==> config.mk <==
export PLATFORM = sky130hd
export DESIGN_NAME = serial_adder8_flat
export DESIGN_NICKNAME = d
export VERILOG_FILES = /design/src/rtl/serial_adder8_if.sv /design/src/rtl/serial_adder8.sv /design/src/flat_wrapper.sv
export SDC_FILE = /design/constraint.sdc
export NUM_CORES = 1
export LEC_CHECK = 0
export BUFFER_PORTS_ARGS = -buffer_cell sky130_fd_sc_hd__buf_2
export CAP_MARGIN = 20
export CORE_MARGIN = 2
export CORE_UTILIZATION = 35
export CTS_CLUSTER_DIAMETER = 40
export DETAILED_ROUTE_END_ITERATION = 6
export PLACE_DENSITY_LB_ADDON = 0.25
export SYNTH_ARGS = -nofsm -noshare
export SYNTH_HDL_FRONTEND = slang
export SYNTH_SLANG_ARGS = --single-unit
==> constraint.sdc <==
create_clock -name i_w_clk -period 1.53 [get_ports i_w_clk]
set_input_delay 0.306 -clock i_w_clk [delete_from_list [all_inputs] [get_ports i_w_clk]]
set_output_delay 0.306 -clock i_w_clk [all_outputs]
set_load 0.01 [all_outputs]
==> src/rtl/serial_adder8_if.sv <==
`default_nettype none
//------------------------------------------------------------------------------
// Module      : serial_adder8_if
// Description : Handshake and data bundle between a serial_adder8 and its
//               requester/consumer. The requester side is the master; the
//               adder itself is the slave.
// Revision    : 1.0 - initial release
//------------------------------------------------------------------------------
interface serial_adder8_if;
   logic       i_w_start;
   logic [7:0] i_w_A;
   logic [7:0] i_w_B;
   logic       i_w_carry_in;
   logic       i_w_ack;
   logic [7:0] o_w_sum;
   logic       o_w_carry_out;
   logic       o_w_busy;
   logic       o_w_valid;

   modport slave (
      input  i_w_start,
      input  i_w_A,
      input  i_w_B,
      input  i_w_carry_in,
      input  i_w_ack,
      output o_w_sum,
      output o_w_carry_out,
      output o_w_busy,
      output o_w_valid
   );

   modport master (
      output i_w_start,
      output i_w_A,
      output i_w_B,
      output i_w_carry_in,
      output i_w_ack,
      input  o_w_sum,
      input  o_w_carry_out,
      input  o_w_busy,
      input  o_w_valid
   );
endinterface
`default_nettype wire

==> src/rtl/serial_adder8.sv <==
`default_nettype none
//------------------------------------------------------------------------------
// Module      : serial_adder8
// Description : 8-bit bit-serial adder. Operands are captured on an accepted
//               start, one bit is added per clock (LSB first), and the result
//               is presented with a valid/ack handshake.
// Revision    : 1.0 - initial release
//------------------------------------------------------------------------------
module serial_adder8 (
   input  wire              i_w_clk,
   input  wire              i_w_rst_n,
   serial_adder8_if.slave   bus
);

   typedef enum logic [1:0] {
      S_IDLE = 2'd0,
      S_RUN  = 2'd1,
      S_DONE = 2'd2
   } state_t;

   state_t     state_q, state_d;
   logic [7:0] a_q, a_d;
   logic [7:0] b_q, b_d;
   logic [7:0] res_q, res_d;
   logic       c_q, c_d;
   logic [2:0] cnt_q, cnt_d;
   logic [7:0] sum_q, sum_d;
   logic       cout_q, cout_d;

   // Full-adder slice working on the current LSBs of the operand shifters
   logic       w_bit_s;
   logic       w_bit_c;
   assign w_bit_s = a_q[0] ^ b_q[0] ^ c_q;
   assign w_bit_c = (a_q[0] & b_q[0]) | (c_q & (a_q[0] ^ b_q[0]));

   // State and datapath registers; reset clears everything without a clock
   always_ff @(posedge i_w_clk or negedge i_w_rst_n) begin
      if (!i_w_rst_n) begin
         state_q <= S_IDLE;
         a_q     <= 8'h00;
         b_q     <= 8'h00;
         res_q   <= 8'h00;
         c_q     <= 1'b0;
         cnt_q   <= 3'd0;
         sum_q   <= 8'h00;
         cout_q  <= 1'b0;
      end else begin
         state_q <= state_d;
         a_q     <= a_d;
         b_q     <= b_d;
         res_q   <= res_d;
         c_q     <= c_d;
         cnt_q   <= cnt_d;
         sum_q   <= sum_d;
         cout_q  <= cout_d;
      end
   end

   // Next-state and datapath update: capture, shift-add, publish, handshake
   always_comb begin
      state_d = state_q;
      a_d     = a_q;
      b_d     = b_q;
      res_d   = res_q;
      c_d     = c_q;
      cnt_d   = cnt_q;
      sum_d   = sum_q;
      cout_d  = cout_q;

      case (state_q)
         S_IDLE: begin
            if (bus.i_w_start) begin
               a_d     = bus.i_w_A;
               b_d     = bus.i_w_B;
               c_d     = bus.i_w_carry_in;
               cnt_d   = 3'd0;
               state_d = S_RUN;
            end
         end
         S_RUN: begin
            res_d = {w_bit_s, res_q[7:1]};
            a_d   = {1'b0, a_q[7:1]};
            b_d   = {1'b0, b_q[7:1]};
            c_d   = w_bit_c;
            cnt_d = cnt_q + 3'd1;
            // The published result only moves on the edge that finishes bit 7
            if (cnt_q == 3'd7) begin
               sum_d   = {w_bit_s, res_q[7:1]};
               cout_d  = w_bit_c;
               state_d = S_DONE;
            end
         end
         S_DONE: begin
            // Start is deliberately not looked at here, even alongside ack
            if (bus.i_w_ack) begin
               state_d = S_IDLE;
            end
         end
         default: begin
            state_d = S_IDLE;
         end
      endcase
   end

   assign bus.o_w_sum       = sum_q;
   assign bus.o_w_carry_out = cout_q;
   assign bus.o_w_busy      = (state_q == S_RUN);
   assign bus.o_w_valid     = (state_q == S_DONE);

endmodule
`default_nettype wire

==> src/flat_wrapper.sv <==
// flat-port wrapper written by rule: the top's interface ports become plain ports
module serial_adder8_flat 
  (i_w_clk, i_w_rst_n, bus_i_w_start, bus_i_w_A, bus_i_w_B, bus_i_w_carry_in, bus_i_w_ack, bus_o_w_sum, bus_o_w_carry_out, bus_o_w_busy, bus_o_w_valid);
  serial_adder8_if bus_i ();
  input  wire i_w_clk;
  input  wire i_w_rst_n;
  input wire logic [$bits(bus_i.i_w_start)-1:0] bus_i_w_start;
  input wire logic [$bits(bus_i.i_w_A)-1:0] bus_i_w_A;
  input wire logic [$bits(bus_i.i_w_B)-1:0] bus_i_w_B;
  input wire logic [$bits(bus_i.i_w_carry_in)-1:0] bus_i_w_carry_in;
  input wire logic [$bits(bus_i.i_w_ack)-1:0] bus_i_w_ack;
  output wire logic [$bits(bus_i.o_w_sum)-1:0] bus_o_w_sum;
  output wire logic [$bits(bus_i.o_w_carry_out)-1:0] bus_o_w_carry_out;
  output wire logic [$bits(bus_i.o_w_busy)-1:0] bus_o_w_busy;
  output wire logic [$bits(bus_i.o_w_valid)-1:0] bus_o_w_valid;
  assign bus_i.i_w_start = bus_i_w_start;
  assign bus_i.i_w_A = bus_i_w_A;
  assign bus_i.i_w_B = bus_i_w_B;
  assign bus_i.i_w_carry_in = bus_i_w_carry_in;
  assign bus_i.i_w_ack = bus_i_w_ack;
  assign bus_o_w_sum = bus_i.o_w_sum;
  assign bus_o_w_carry_out = bus_i.o_w_carry_out;
  assign bus_o_w_busy = bus_i.o_w_busy;
  assign bus_o_w_valid = bus_i.o_w_valid;
  serial_adder8 u_core (.i_w_clk(i_w_clk), .i_w_rst_n(i_w_rst_n), .bus(bus_i));
endmodule
# Word-level counts from Yosys, hierarchy flattened
# Cells that the tools add are included.
totals:
  inputBits: 21
  elab_cells: 37
  register_bits: 39
  output_inout_bits: 11
op_classes:
  n_reduce_logical: 5
  add_sub_neg: 1
  n_eq_ne: 6
  muxes: 12
  n_bitwise: 5
op_table:
  columns: ["operator", "count"]
  rows:
  - ["8-bit case mux with 2 select lines", 2]
  - ["8-bit two-way mux", 2]
  - ["2-bit two-way mux", 3]
  - ["2-bit case mux with 3 select lines", 1]
  - ["3-bit case mux with 2 select lines", 1]
  - ["2-bit inequality test, second input constant", 2]
  - ["2-bit AND reduction", 2]
  - ["3-bit by 1-bit adder with 3-bit output, second input constant", 1]
  - ["3-bit equality test, second input constant", 1]
  - ["3-bit two-way mux", 1]
  - ["3-bit AND reduction", 1]
  - ["1-bit bitwise AND", 2]
  - ["2-bit by 1-bit equality test with 1-bit output, second input constant", 1]
  - ["2-bit equality test, second input constant", 1]
  - ["2-bit logical NOT", 1]
  - ["2-bit by 1-bit inequality test with 1-bit output, second input constant", 1]
  - ["1-bit case mux with 2 select lines", 1]
  - ["2-bit nonzero test", 1]
  - ["1-bit bitwise XOR", 2]
  - ["1-bit two-way mux", 1]
  - ["1-bit bitwise OR", 1]

# Depth between registers and ports, before layout
depth:
  ltp_word: 4
  ltp_mapped: 5
  depth_no_buf: 4

# Least setup slack after synthesis
# OpenSTA, ideal clock, no wires.
synth_path:
  path_kind: "register to register"
  from: "register u_core.cnt_q[0]"
  to: "register u_core.cout_q, in the netlist u_core.bus.o_w_carry_out"
  n_path_buf: 0
  slack_ps: 189
  period_less_slack_ps: 1341
  arrival_time_ps: 1216
  setup_ps: 125
  stages_incl_launch_ff: 5
  required_time_ps: 1405
  path_cell_list: "dfrtp_1 > ha_1 > ha_1 > nand2_4 > mux2_2"
synth_between:
  elab_chain_cells: 2
synth_rtl:
  columns: ["element", "line_no", "text"]
  rows:
  - ["start: declaration", "serial_adder8.sv:26", "logic [2:0] cnt_q, cnt_d;"]
  - ["start signal: assignment", "serial_adder8.sv:53", "cnt_q <= cnt_d;"]
  - ["3-bit equality test", "serial_adder8.sv:87", "if (cnt_q == 3'd7) begin"]
  - ["2-bit AND reduction (no line)", null, null]
  - ["end signal: assignment", "serial_adder8.sv:55", "cout_q <= cout_d;"]
  - ["end: declaration", "serial_adder8.sv:28", "logic cout_q, cout_d;"]
# No other way between the ends.
# A chain may end at the register's enable or synchronous reset.

# Worst setup path in the final report
layout_path:
  from: "register u_core.state_q[1]"
  to: "output port bus_o_w_busy"
layout_between:
  elab_chain_cells: 1
layout_rtl:
  columns: ["element", "line_no", "text"]
  rows:
  - ["start: declaration", "serial_adder8.sv:21", "state_t state_q, state_d;"]
  - ["start signal: assignment", "serial_adder8.sv:48", "state_q <= state_d;"]
  - ["2-bit by 1-bit equality test with 1-bit output", "serial_adder8.sv:107", "assign bus.o_w_busy = (state_q == S_RUN);"]
  - ["end: declaration", "flat_wrapper.sv:14", "output wire logic [$bits(bus_i.o_w_busy)-1:0] bus_o_w_busy;"]
# No other way between the ends.

==> out/results.tsv <==
metric	value	unit
status	complete, no violations	
grt_start_max_net_pins	23	
preCtsSetupSlack	102.8	ps
start_util	0.3659	
n_fill_cell	414	
synth_edf_count	0	
cp.required	1220	ps
fin_ws	66.61	ps
core_area	4414	µm²
antenna_cells	0	
finalHoldViolations	0	
grt_use_total	0.1487	
vdd_drop_max	896.2	µV
avgSynthCellArea	11.62	µm²
fmax	0.6833	GHz
cp-end-kind	primary output	
cap_violations	0	
ys_warn_count	0	
h-tree-depth	2	
finalMaxSlewViolations	0	
path_class	reg -> out	
dr_total_vias	1181	
crit_family	flip-flops	
synth.area.top_cells	dfrtp_1 59%, o22ai_1 7.4%, mux2_2 6.3%	
clkSinkCount	38	
io_pins	32	
finalSetupTns	0	ps
holdCritPathClass	in -> reg	
clockBufferDepth	2	
crit_arrival	1160	ps
areaGrowthSynthToFinish	22.08	%
clkLatencyLatePin	290	ps
grt_pass1_wl	5.809	mm
netlist_area	1615	µm²
power_density	2052	nW/µm²
drt_iter0_drc	56	
path_clk_slew	80	ps
cts_made_buffers	5	
setup_viol	0	
reg2reg_slack	100	ps
layout-drive-gt1-share	0.3446	
min_period	1463	ps
ys_ff_latch	38	
layout_commonest_cell	dfrtp_1	
yosysUniqueCellTypes	24	
finalCritPeriodShare	0.9565	
rows	24	
portBuffers	31	
die_x	71.94	µm
worst_pin_slew	424.9	ps
synth_largest_area_cell	dfrtp_1	
crit_fanout	8	
synth_top_area_frac	0.5887	
cp_num_buf_inv	2	
cts_tree	yes	
die_area	5175	µm²
worstPathCellList	nand2b_4, inv_2, buf_2	
drt_wl_total	3.470	mm
crit_slowest_cell	dfrtp_2	
total_power	4046	µW
fin_skew	6.172	ps
antenna_found_initial	0	
gr-total-overflow	0	
firstDrtPassIters	4	
relSlewSlack	0.7167	
drc	0	
ant_nets	0	
mostFrequentLayoutCells	36 x dfrtp_1, 31 x buf_2, 22 x nand2_1	
p_leak	0.0009481	µW
place.gp.congestion	0.8282	
via_per_inst	5.157	
slowest_delay	450	ps
hold_slack	208.3	ps
start_kind	flip-flop	
root_buffer	clkbuf_8	
nets	200	
synth_cells	139	
yosysSeqAreaShare	0.5887	
grt_pass1_vias	1182	
final_cell_count_no_fill	229	
dp_hpwl	2.440	mm
rsz0062_at_grt	no	
synth_fp_nets	163	
wl_per_cell	15.15	µm
die-height	71.94	µm
dp.cells	220	
synth_ff_type	dfrtp_1	
postSynth.asyncResetShare	1.000	
==> per-stage QoR <==
stage | area, µm² | util
6_report | 1972 | 0.4467
5_1_grt | 1972 | 0.4467
4_1_cts | 1969 | 0.4461
3_5_place_dp | 1864 | 0.4223
3_3_place_gp | 1864 | 0.4223
2_1_floorplan | 1615 | -
==> where the power goes <==
group          internal, µW  leakage (µW)  switching (µW)
Combinational           798      0.000443             758
Sequential             1460      0.000458             303
Clock                   362     0.0000472             365
==> final cells by class <==
class                   count  area [µm²]  share of cell area
flip-flops and latches     38       953.4              0.4835
multi-input cells          86       593.1              0.3008
well taps                  52       65.06             0.03299
clock buffers               6       82.58             0.04188
repair buffers             39       242.7              0.1231
clock inverters             2       12.51            0.006345
inverters                   6       22.52             0.01142
==> layer usage <==
layer,global-route usage,vias to the layer above,wire length [µm]
met5,0,-,0
met4,0.05870,0,46
li1,-,570,-
met3,0.05139,6,138
met1,0.2164,584,1684
met2,0.2037,21,1600
==> what timing repair did <==
action                                  CTS  global route
hold endpoints to repair                 16             0
hold buffers                              1             0
resized for setup                         1             2
endpoints found under the setup margin    1             2
setup buffers                             0             0
==> registers in the layout, summed over array words and instances, names as in the netlist <==
register and flops:
u_core.a_q 8, u_core.b_q 8, u_core.bus.o_w_sum 8, u_core.res_q 7, u_core.cnt_q 3, u_core.state_q 2
u_core.bus.o_w_carry_out 1, u_core.c_q 1
==> path summary, 6_finish.rpt <==
path | from | cells past startpoint | end
worst max-delay path | u_core.state_q[1] | 3 | bus_o_w_busy
worst min-delay path | bus_i_w_ack | 2 | u_core.state_q[1]
worst max register to register | u_core.cnt_q[0] | 4 | u_core.bus.o_w_sum[2]
worst min register to register | u_core.res_q[1] | 2 | u_core.res_q[1]
max in group asynchronous | i_w_rst_n | 3 | u_core.bus.o_w_sum[1]
min in group asynchronous | i_w_rst_n | 2 | u_core.a_q[3]
==> logic make-up (layout without fill, tap and decap cells) <==
family	Yosys count	in the layout	synth area share
adders and majority gates	3	3	0.02788
DFF	38	38	0.5887
AOI/OAI and AO/OA	43	43	0.1844
muxes	9	9	0.06274
buffers and inverters	15	53	0.04415
and+or+nand+nor	31	31	0.09217
==> synthesized netlist by cell type, types with 2 or more instances <==
cell type	number
dfrtp_1	38
buf_2	6
inv_1	6
o21ai_0	2
a22o_1	2
nand2b_1	2
a21oi_1	6
clkbuf_1	2
o22ai_1	19
ha_1	2
o31ai_1	2
mux2_2	9
nand2_1	22
a2bb2oi_1	9
nor2_1	3
No activity file was read; power rests on OpenSTA's default activity.
